### config.mk
export PLATFORM = sky130hd
export DESIGN_NAME = sr_latch_bank_ctrl
export DESIGN_NICKNAME = d
export VERILOG_FILES = /design/src/rtl/sr_latch_bank_ctrl.sv
export SDC_FILE = /design/constraint.sdc
export NUM_CORES = 1
export LEC_CHECK = 0
export CORE_MARGIN = 4
export CORE_UTILIZATION = 35
export CTS_CLUSTER_DIAMETER = 100
export DETAILED_ROUTE_END_ITERATION = 10
export GPL_TIMING_DRIVEN = 0
export PLACE_DENSITY = 0.61
export REMOVE_ABC_BUFFERS = 1
export SLEW_MARGIN = 5
export SYNTH_ARGS = -nofsm -noshare
export SYNTH_HDL_FRONTEND = slang
export SYNTH_SLANG_ARGS = --single-unit
### constraint.sdc
create_clock -name clk -period 3.4 [get_ports clk]
set_input_delay 0.68 -clock clk [delete_from_list [all_inputs] [get_ports clk]]
set_output_delay 0.68 -clock clk [all_outputs]
set_load 0.05 [all_outputs]
### src/rtl/sr_latch_bank_ctrl.sv
// Sequencer for a bank of NOR SR latches: one command at a time becomes a guarded
// S or R pulse, followed by a settle gap and a Q readback check.
module sr_latch_bank_ctrl #(
  parameter int N         = 8,
  parameter int IDX_W     = 3,
  parameter int PULSE_CYC = 2,
  parameter int GAP_CYC   = 1
) (
  input  logic             clk,
  input  logic             rst,
  input  logic             cmd_valid,
  output logic             cmd_ready,
  input  logic [1:0]       cmd_op,
  input  logic [IDX_W-1:0] cmd_idx,
  output logic [N-1:0]     S,
  output logic [N-1:0]     R,
  input  logic [N-1:0]     Q,
  output logic             busy,
  output logic             done,
  output logic             err,
  output logic [IDX_W-1:0] err_idx
);

  localparam int CNT_MAX = (PULSE_CYC > GAP_CYC) ? PULSE_CYC : GAP_CYC;
  localparam int CNT_W   = $clog2(CNT_MAX + 1);
  localparam logic [CNT_W-1:0] PULSE_LD = CNT_W'(PULSE_CYC - 1);
  localparam logic [CNT_W-1:0] GAP_LD   = CNT_W'(GAP_CYC - 1);
  localparam logic [IDX_W:0]   N_LIM    = (IDX_W+1)'(N);
  localparam logic [1:0] OP_NOP    = 2'b00;
  localparam logic [1:0] OP_RESET  = 2'b10;
  localparam logic [1:0] OP_TOGGLE = 2'b11;

  typedef enum logic [1:0] {IDLE, DRIVE, SETTLE, CHECK} state_t;

  state_t             r_state;
  logic [IDX_W-1:0]   r_idx;
  logic               r_exp_set;
  logic [CNT_W-1:0]   r_cnt;

  logic               w_accept;
  logic               w_idx_ok;
  logic               w_q_acc;
  logic               w_q_cur;
  logic               w_exp_set;
  logic [N-1:0]       w_sel;

  assign cmd_ready = (r_state == IDLE) && !rst;
  assign busy      = (r_state != IDLE);
  assign w_accept  = cmd_valid && cmd_ready;
  assign w_idx_ok  = ({1'b0, cmd_idx} < N_LIM);
  assign w_q_acc   = Q[cmd_idx];
  assign w_q_cur   = Q[r_idx];
  assign w_sel     = N'(1) << cmd_idx;

  // Toggle resolves to RESET only on a definite 1; 0 or unknown resolves to SET.
  always_comb begin
    w_exp_set = 1'b1;
    if (cmd_op == OP_RESET)
      w_exp_set = 1'b0;
    else if ((cmd_op == OP_TOGGLE) && (w_q_acc == 1'b1))
      w_exp_set = 1'b0;
  end

  always_ff @(posedge clk) begin
    if (rst) begin
      r_state <= IDLE;
      r_cnt   <= '0;
      S       <= '0;
      R       <= '0;
      done    <= 1'b0;
      err     <= 1'b0;
      err_idx <= '0;
    end else begin
      done <= 1'b0;
      err  <= 1'b0;
      case (r_state)
        IDLE: begin
          if (w_accept) begin
            r_idx     <= cmd_idx;
            r_exp_set <= w_exp_set;
            if (cmd_op == OP_NOP) begin
              r_state <= CHECK;
              done    <= 1'b1;
            end else if (!w_idx_ok) begin
              r_state <= CHECK;
              done    <= 1'b1;
              err     <= 1'b1;
              err_idx <= cmd_idx;
            end else begin
              r_state <= DRIVE;
              r_cnt   <= PULSE_LD;
              if (w_exp_set) S <= w_sel;
              else           R <= w_sel;
            end
          end
        end
        DRIVE: begin
          if (r_cnt == '0) begin
            S       <= '0;
            R       <= '0;
            r_cnt   <= GAP_LD;
            r_state <= SETTLE;
          end else begin
            r_cnt <= r_cnt - 1'b1;
          end
        end
        SETTLE: begin
          if (r_cnt == '0) begin
            r_state <= CHECK;
            done    <= 1'b1;
            // An unknown readback falls into the mismatch branch.
            if (w_q_cur == r_exp_set) begin
              err <= 1'b0;
            end else begin
              err     <= 1'b1;
              err_idx <= r_idx;
            end
          end else begin
            r_cnt <= r_cnt - 1'b1;
          end
        end
        CHECK:   r_state <= IDLE;
        default: r_state <= IDLE;
      endcase
    end
  end

endmodule

==> results of run 1 <==
path summary, 6_finish.rpt:
kind / start / depth (start not counted) / slack, ns / end
setup / recovery: rst / 3 / 0.43 / cmd_ready
hold / removal: err_idx[0] / 2 / 0.46 / err_idx[0]
setup reg to reg: r_state[1] / 6 / 1.45 / S[6]
hold reg to reg: err_idx[0] / 2 / 0.46 / err_idx[0]
state kept, by name, indices dropped and copies added, names as in the netlist:
name,count
r_exp_set,1
r_cnt,2
r_idx,3
err_idx,3
R,8
err,1
S,8
r_state,2
done,1
worst max-delay path: stages:
cell,delay [ns]
clkdlybuf4s50_1,0.61
nor2_1,0.18
clkdlybuf4s50_1,0.82
cells by family after synthesis:
kind of cell / Yosys count / share of synthesized area (%)
mux: 30 / 23.79
buf+inv: 15 / 4.856
flops: 29 / 40.82
fa+ha+maj: 7 / 5.761
simple gates: 55 / 16.05
compound gates: 18 / 8.725
synthesized netlist by cell type (all sizes together), types with 3 or more instances:
cell type,number
buf,4
dfxtp,25
nand2b,3
edfxtp,4
clkbuf,4
mux4,3
a21oi,6
nor2,8
nand3,3
ha,7
mux2i,27
o21ai,3
inv,7
nand2,33
where the power goes:
group | total [µW] | switching, µW | leakage [µW] | internal [µW]
Combinational | 641 | 393 | 0.000517 | 249
Sequential | 432 | 32.4 | 0.000240 | 399
Clock | 343 | 135 | 0.0000599 | 209
Total | 1420 | 560 | 0.000816 | 857
per-stage QoR:
step           utilization [%]  hold slack (ns)  instances  area (µm²)  power, µW
2_1_floorplan                -           0.4806        146        1473      899.8
3_3_place_gp             46.88           0.4407        234        1916       1066
3_5_place_dp             46.88           0.4506        234        1916       1081
4_1_cts                  49.66           0.4603        242        2029       1429
5_1_grt                  49.66           0.4787        242        2029       1492
6_report                 49.66           0.4560        242        2029       1416
cell type report:
| cell class | instances | share of cell area [%] |
|---|---|---|
| clock buffers | 7 | 5.302 |
| well taps | 50 | 3.083 |
| flip-flops and latches | 29 | 30.58 |
| inverters | 7 | 1.295 |
| repair buffers | 38 | 18.74 |
| clock inverters | 1 | 0.3083 |
| multi-input cells | 110 | 40.69 |
per-layer routing:
layer,up-vias,routed length (µm)
met5,-,0
met4,0,78
met3,10,157
met2,37,1811
met1,566,1493
li1,608,-
==> metrics, run 1 <==
status finished clean; Lkg Pwr 0.0008161 µW; Rows 23; hold_buf cts 0; drt drc 0; Reg area 620.6 µm²; Root Buffer Master clkbuf_8; Worst Tran Pin Value 0.7243 ns; Crit. End Element primary output; largest cells by area after synthesis dfxtp_1, mux2i_1, nand2_1; minimum clock period 2.972 ns; Synth Instances between 150 and 200; CP arrival 2.29 ns; GR Layer Usage met2 23.92%; fill cell count 385; first-pass GRT wire length 5.934 mm; Power Density ~700 nW/µm²; post-route ant nets 0; die area 5462 µm²; via count between 1,000 and 1,500; DRT iter0 DRCs 69; clock buffer depth 2; Post-Route WL 3.541 mm; Avg Synthesized Cell Area 9.871 µm²; vias per cell 5.045; layout cells sized above 1 7.292%; M3 GR Usage around 4.1%; vias in the first global route 1,324; GR peak layer met2; flops & latches, synth 29; most frequent cells in the layout clkdlybuf4s50_1, nand2_1, dfxtp_1, mux2i_1, nor2_1; final hold vios 0; CP Launch Type input pin; footprint of the multi-input gates 825.8 µm²; worst min-delay path class register to register; synthesized cell area 1520 µm²; hpwl dp 2.707 mm; WL/cell 14.63 µm; required time of the critical path 2.72 ns; ant diodes 0; crit path kind input pin to primary output; Setup Fix Bufs, Post-CTS 0; Initial Util a little under two fifths; clock-pin slew on the worst setup and hold paths 0.06 ns; pre-CTS setup slack around 0.45 ns; Ys Warns 0; Max-Cap Viols 0; CTS resizes 0; Slew Viols, Final 0; part of the cycle the worst path needs between 80% and 90%; Yosys top cell area share between 30 and 40%; # IOs 39; EDFF count, synth 4; Buffers on Ports 38; top cell type by total area after synthesis dfxtp_1; Die W 73.91 µm; CTS tree done; Layout area overhead 33.50%; Worst slew margin 51.66%; router iterations before antenna repair 4; GPL Wtd Cong 0.7520; VDD IR max roughly 0.29 mV; CORE AREA 4086 µm²; Synth Flop Type dfxtp_1; htree depth 2; most common cell after layout, fill and taps aside clkdlybuf4s50_1; initial antenna violation count 0; Die Height ~74 µm; Skew-Pair Late Insertion Delay 0.28 ns; overall global routing resource usage 14.17%; post-route setup TNS 0 ns; endpoints failing setup 0; total CTS buffers 5; Synth async-reset ratio 0%; met1 Track Usage GR 16.47%; Final nets 214; Yosys cell types 34; Fmax achieved 336.5 MHz; final worst clock skew between 0.006 and 0.007 ns; pin count of the biggest net entering global routing 25; RSZ-0062 raised after global routing false; Seq/Total Area, Yosys about two fifths; total grt overflow 0; CTS Sinks 29; Critical Path Fanout Max 11; final setup margin 0.4284 ns
No activity file was read; power rests on OpenSTA's default activity.
==> run 2: changes to the inputs <==
--- a/config.mk
+++ b/config.mk
@@ -6,11 +6,11 @@
 export NUM_CORES = 1
 export LEC_CHECK = 0
 export CORE_MARGIN = 4
-export CORE_UTILIZATION = 35
+export CORE_UTILIZATION = 52
 export CTS_CLUSTER_DIAMETER = 100
 export DETAILED_ROUTE_END_ITERATION = 10
 export GPL_TIMING_DRIVEN = 0
-export PLACE_DENSITY = 0.61
+export PLACE_DENSITY = 0.85
 export REMOVE_ABC_BUFFERS = 1
 export SLEW_MARGIN = 5
 export SYNTH_ARGS = -nofsm -noshare
==> constraint.sdc (replaced) <==
create_clock -name clk -period 3.8 [get_ports clk]
set_input_delay 0.76 -clock clk [delete_from_list [all_inputs] [get_ports clk]]
set_output_delay 0.76 -clock clk [all_outputs]
set_load 0.05 [all_outputs]
==> metrics, run 2 (synthesized netlist as in run 1, its figures left out) <==
part of the cycle the worst path needs between 80% and 90%; FF-to-FF End S[3]; Worst Tran Pin Value 0.6870 ns (-0.03730 ns); crit path kind input pin to primary output; Slew Viols, Final 0 (unchanged); Die W 62.07 µm (-16%); minimum clock period a little over 3 ns; most common cell after layout, fill and taps aside clkdlybuf4s50_1; Max-Cap Viols 0 (unchanged); Rows 19 (-17%); Root Buffer Master clkbuf_4; required time of the critical path 3.04 ns (+0.32 ns); vias in the first global route 1,240 (-6.3%); total CTS buffers 5 (unchanged); hold_buf cts 0 (unchanged); final hold vios 0 (unchanged); crit path cell chain clkdlybuf4s50_1, nor2_1, clkdlybuf4s50_1; ant diodes 0 (unchanged); Post-Route WL 3.435 mm (-3.0%); CTS Sinks 29 (unchanged); crit path to cmd_ready; RSZ-0062 raised after global routing false; Hold Slack 0.4583 ns (+0.002267 ns); Top Registers R (8), S (8); post-route ant nets 0 (unchanged); WL/cell 15.40 µm (+5.3%); hold path depth 2 (unchanged); layout cells sized above 1 6.250% (-1.0 points); Crit-path slowest cell clkdlybuf4s50_1; GPL Wtd Cong 0.8975 (+19%); pre-CTS setup slack 0.7267 ns (+0.2773 ns); Worst slew margin 54.15% (+2.5 points); Initial Util 54.66% (+17 points); Setup Fix Bufs, Post-CTS 0 (unchanged); Fmax achieved 325.5 MHz; status finished clean; worst min-delay path class register to register; most frequent cells in the layout clkdlybuf4s50_1, nand2_1, dfxtp_1, mux2i_1, nor2_1; final worst clock skew 0.02368 ns (+0.01723 ns); DRT iter0 DRCs 45 (-35%); Lkg Pwr 0.0007887 µW (-3.4%); total grt overflow 0 (unchanged); vias per cell 5.637 (+12%); Power Density 589.9 nW/µm² (-15%); clock-pin slew on the worst setup and hold paths 0.08 ns (+0.02 ns); VDD IR max 0.3975 mV (+38%); Critical Path Fanout Max 11 (unchanged); initial antenna violation count 0 (unchanged); die area 3853 µm² (-29%); overall global routing resource usage 19.91% (+5.7 points); worst setup path startpoint rst; Final nets 214 (unchanged); Die Height 62.07 µm (-16%); endpoints failing setup 0 (unchanged); pin count of the biggest net entering global routing 25 (unchanged); Skew-Pair Late Insertion Delay 0.34 ns (+0.06 ns); Crit Reg-Reg Startpoint r_state[1]; CTS tree done; Worst path max stage delay 0.82 ns (about the same); Reg2Reg Setup Slack 1.83 ns (+0.38 ns); final setup margin 0.7279 ns (+0.2995 ns); CORE AREA 2781 µm² (-32%); drt drc 0 (unchanged); CP Launch Type input pin; CTS resizes 0 (unchanged); hpwl dp 2.610 mm (-3.6%); via count 1,257 (+2.9%); router iterations before antenna repair 4 (unchanged); clock buffer depth 2 (unchanged); Layout area overhead 28.31%; Crit. End Element primary output; Buffers on Ports 38 (unchanged); CP arrival 2.31 ns (+0.02 ns); post-route setup TNS 0 ns (unchanged); R2R depth 6 (unchanged); # IOs 39 (unchanged); first-pass GRT wire length 5.499 mm (-7.3%); most used cell, CP clkdlybuf4s50_1; htree depth 2 (unchanged)
## run 2: cell count changes in the layout (fill, tap and decap cells not counted)
cell	delta
clkbuf_4	+5
clkbuf_8	-5
clkbuf_1	+2
clkbuf_16	-1
inv_4	-1
## run 2: worst max-delay path, delay by kind of cell
| family | cells | cell delay (ns) |
|---|---|---|
| simple gates | 1 | 0.15 |
| buf+inv | 2 | 1.40 |
## run 2: area by class of cell
type	instances	area [µm²]
Fill cell	221	830.8
Timing Repair Buffer	38	380.4
Clock buffer	8	58.81
Inverter	7	26.28
Multi-Input combinational cell	110	825.8
Tap cell	31	38.79
Sequential cell	29	620.6
## run 2: through the flow
| stage | power [µW] | utilization [%] | cells | instance area, µm² |
|---|---|---|---|---|
| final | 1151 | 70.13 | 223 | 1951 |
| after global placement | 944.3 | 68.02 | 215 | 1892 |
| after detailed placement | 961.2 | 68.02 | 215 | 1892 |
| after floorplan | 805.1 | - | 146 | 1473 |
| after global routing | 1214 | 70.13 | 223 | 1951 |
| after CTS | 1155 | 70.13 | 223 | 1951 |
## run 2: where the power goes
group / internal [µW] / switching [µW]
Combinational: 222 / 348
Clock: 91.2 / 103
Sequential: 357 / 29.4
Total: 670 / 481
## run 2: how the worst min path moves through the flow
| stage | startpoint | endpoint |
|---|---|---|
| 2_1_floorplan | r_cnt[1] | r_cnt[1] |
| 5_1_grt | err_idx[0] | err_idx[0] |
| 3_3_place_gp | err_idx[1] | err_idx[1] |
| 6_report | S[5] | S[5] |
| 4_1_cts | S[5] | S[5] |
| 3_5_place_dp | S[5] | S[5] |
## run 2: per-layer routing
| metal | part of all wire, % | track usage, % | vias up | routed length, µm |
|---|---|---|---|---|
| met5 | 0 | 0 | - | 0 |
| li1 | - | - | 607 | - |
| met1 | 40 | 22.55 | 602 | 1383 |
| met4 | 2.1 | 9.697 | 0 | 73 |
| met2 | 51 | 33.58 | 39 | 1764 |
| met3 | 6.2 | 6.405 | 9 | 213 |
==> run 3: changes to the inputs <==
--- a/config.mk
+++ b/config.mk
@@ -6,11 +6,11 @@
 export NUM_CORES = 1
 export LEC_CHECK = 0
 export CORE_MARGIN = 4
-export CORE_UTILIZATION = 52
+export CORE_UTILIZATION = 43
 export CTS_CLUSTER_DIAMETER = 100
 export DETAILED_ROUTE_END_ITERATION = 10
 export GPL_TIMING_DRIVEN = 0
-export PLACE_DENSITY = 0.85
+export PLACE_DENSITY = 0.75
 export REMOVE_ABC_BUFFERS = 1
 export SLEW_MARGIN = 5
 export SYNTH_ARGS = -nofsm -noshare
==> constraint.sdc (replaced) <==
create_clock -name clk -period 2.63 [get_ports clk]
set_input_delay 0.526 -clock clk [delete_from_list [all_inputs] [get_ports clk]]
set_output_delay 0.526 -clock clk [all_outputs]
set_load 0.05 [all_outputs]
==> metrics, run 3 (synthesized netlist as in run 1, its figures left out) <==
ant diodes 0 (unchanged); fill cell count 321 (+45%); first-pass GRT wire length 5.913 mm (+7.5%); # IOs 39 (unchanged); Top Registers R (8), S (8); Critical Path Fanout Max 9 (-2); Post-Route WL 3.355 mm (-2.3%); worst min-delay path class register to register; GPL Wtd Cong 0.8139 (-9.3%); post-route ant nets 0 (unchanged); Root Buffer Master clkbuf_4; crit path kind register to primary output; minimum clock period 2.445 ns; htree depth 2 (unchanged); CP arrival 1.92 ns (-0.39 ns); Worst slew margin 56.23% (+2.1 points); Die W 67.46 µm (+8.7%); Die Height 67.46 µm (+8.7%); total power 1750 µW (+52%); Rows 21 (+2); CORE AREA 3363 µm² (+21%); Layout area overhead 31.11%; Slew Viols, Final 0 (unchanged); R2R depth 6 (unchanged); DRT iter0 DRCs 68 (+51%); worst setup path startpoint r_state[0]; total grt overflow 0 (unchanged); crit path to cmd_ready; Worst Tran Pin Value 0.6558 ns (-0.03126 ns); Initial Util 45.20% (-9.5 points); Crit. End Element primary output; vias in the first global route 1,339 (+8.0%); endpoints failing setup 0 (unchanged); non-filler instance count after layout 238 (+6.7%); Fmax achieved approximately 400 MHz; Crit Reg-Reg Startpoint r_state[1]; Final nets 214 (unchanged); initial antenna violation count 0 (unchanged); status finished clean; VDD IR max 0.4995 mV (+26%); die area 4551 µm² (+18%); RSZ-0062 raised after global routing false; CTS tree done; layout cells sized above 1 6.771% (+0.52 points); CP Launch Type register; Lkg Pwr 0.0008066 µW (+2.3%); total CTS buffers 5 (unchanged); via count 1,241 (-1.3%); clock buffer depth 2 (unchanged); drt drc 0 (unchanged); required time of the critical path 2.10 ns (-0.94 ns); WL/cell 14.10 µm (-8.5%); clock-pin slew on the worst setup and hold paths 0.09 ns (about the same); Buffers on Ports 38 (unchanged); part of the cycle the worst path needs 92.95%; Max-Cap Viols 0 (unchanged); hpwl dp 2.530 mm (-3.1%); router iterations before antenna repair 4 (unchanged); Power Density 878.1 nW/µm² (+49%); final hold vios 0 (unchanged); post-route setup TNS 0 ns (unchanged); Skew-Pair Late Insertion Delay 0.32 ns (-0.02 ns); CTS Sinks 29 (unchanged); most common cell after layout, fill and taps aside clkdlybuf4s50_1; pin count of the biggest net entering global routing 25 (unchanged); FF-to-FF End S[0]; vias per cell 5.214 (-7.5%); most frequent cells in the layout clkdlybuf4s50_1, nand2_1, dfxtp_1, mux2i_1, nor2_1; Reg2Reg Setup Slack 0.69 ns (-1.14 ns); final worst clock skew 0.003737 ns (-0.01994 ns); overall global routing resource usage 17.43% (-2.5 points); dpl cells 230 (+7.0%)
[run 3: cell count changes in the layout (fill, tap and decap cells not counted)]
cell	change
dlygate4sd2_1	+2
clkdlybuf4s50_1	-2
clkbuf_1	-1
bufinv_16	+1
[run 3: metrics by stage]
| stage | setup slack [ns] | util (%) | hold slack [ns] | cell area, µm² |
|---|---|---|---|---|
| detailed placement | -0.1191 | 56.81 | 0.4566 | 1911 |
| floorplan | 0.3909 | - | 0.4806 | 1473 |
| CTS | 0.1536 | 59.26 | 0.4694 | 1993 |
| global placement | -0.06694 | 56.81 | 0.4469 | 1911 |
| global route | 0.003708 | 59.26 | 0.4958 | 1993 |
| finish | 0.1854 | 59.26 | 0.4645 | 1993 |
[run 3: worst min path at each step]
stage | from | to | depth (start not counted)
floorplan | r_cnt[1] | r_cnt[1] | 2
CTS | err_idx[2] | err_idx[2] | 2
global placement | S[4] | S[4] | 2
finish | err_idx[2] | err_idx[2] | 2
detailed placement | err_idx[2] | err_idx[2] | 2
global route | err_idx[2] | err_idx[2] | 2
[run 3: worst max-delay path, cell delays in order (launching register included)]
cell	delay (ns)
dfxtp_1	0.35
inv_1	0.09
ha_1	0.33
inv_1	0.17
nor2_1	0.12
dlygate4sd2_1	0.54
[run 3: repair_timing]
item	CTS	global route
gates resized for setup	2	0
buffers inserted	0	0
hold endpoints to repair	0	0
setup endpoints to repair	2	0
hold buffers	0	0
[run 3: cell type report]
cell class | instances | area, µm² | share of cell area (%)
inverter | 7 | 26.28 | 1.318
timing repair buffer | 38 | 377.9 | 18.96
tap | 46 | 57.56 | 2.888
multi-input combinational | 110 | 825.8 | 41.43
sequential | 29 | 620.6 | 31.14
clock buffer | 7 | 55.05 | 2.762
clock inverter | 1 | 30.03 | 1.507
[run 3: report_power, final]
group	switching [µW]	internal (µW)
clock	155	227
combinational	497	312
sequential	43.9	515
[run 3: metal layers]
metal	up-vias	global-route usage, %	share of wire [%]
met3	5	6.489	5.7
met5	-	0	0
li1	609	-	-
met1	585	20.10	44
met4	0	6.329	1.0
met2	42	29.28	49
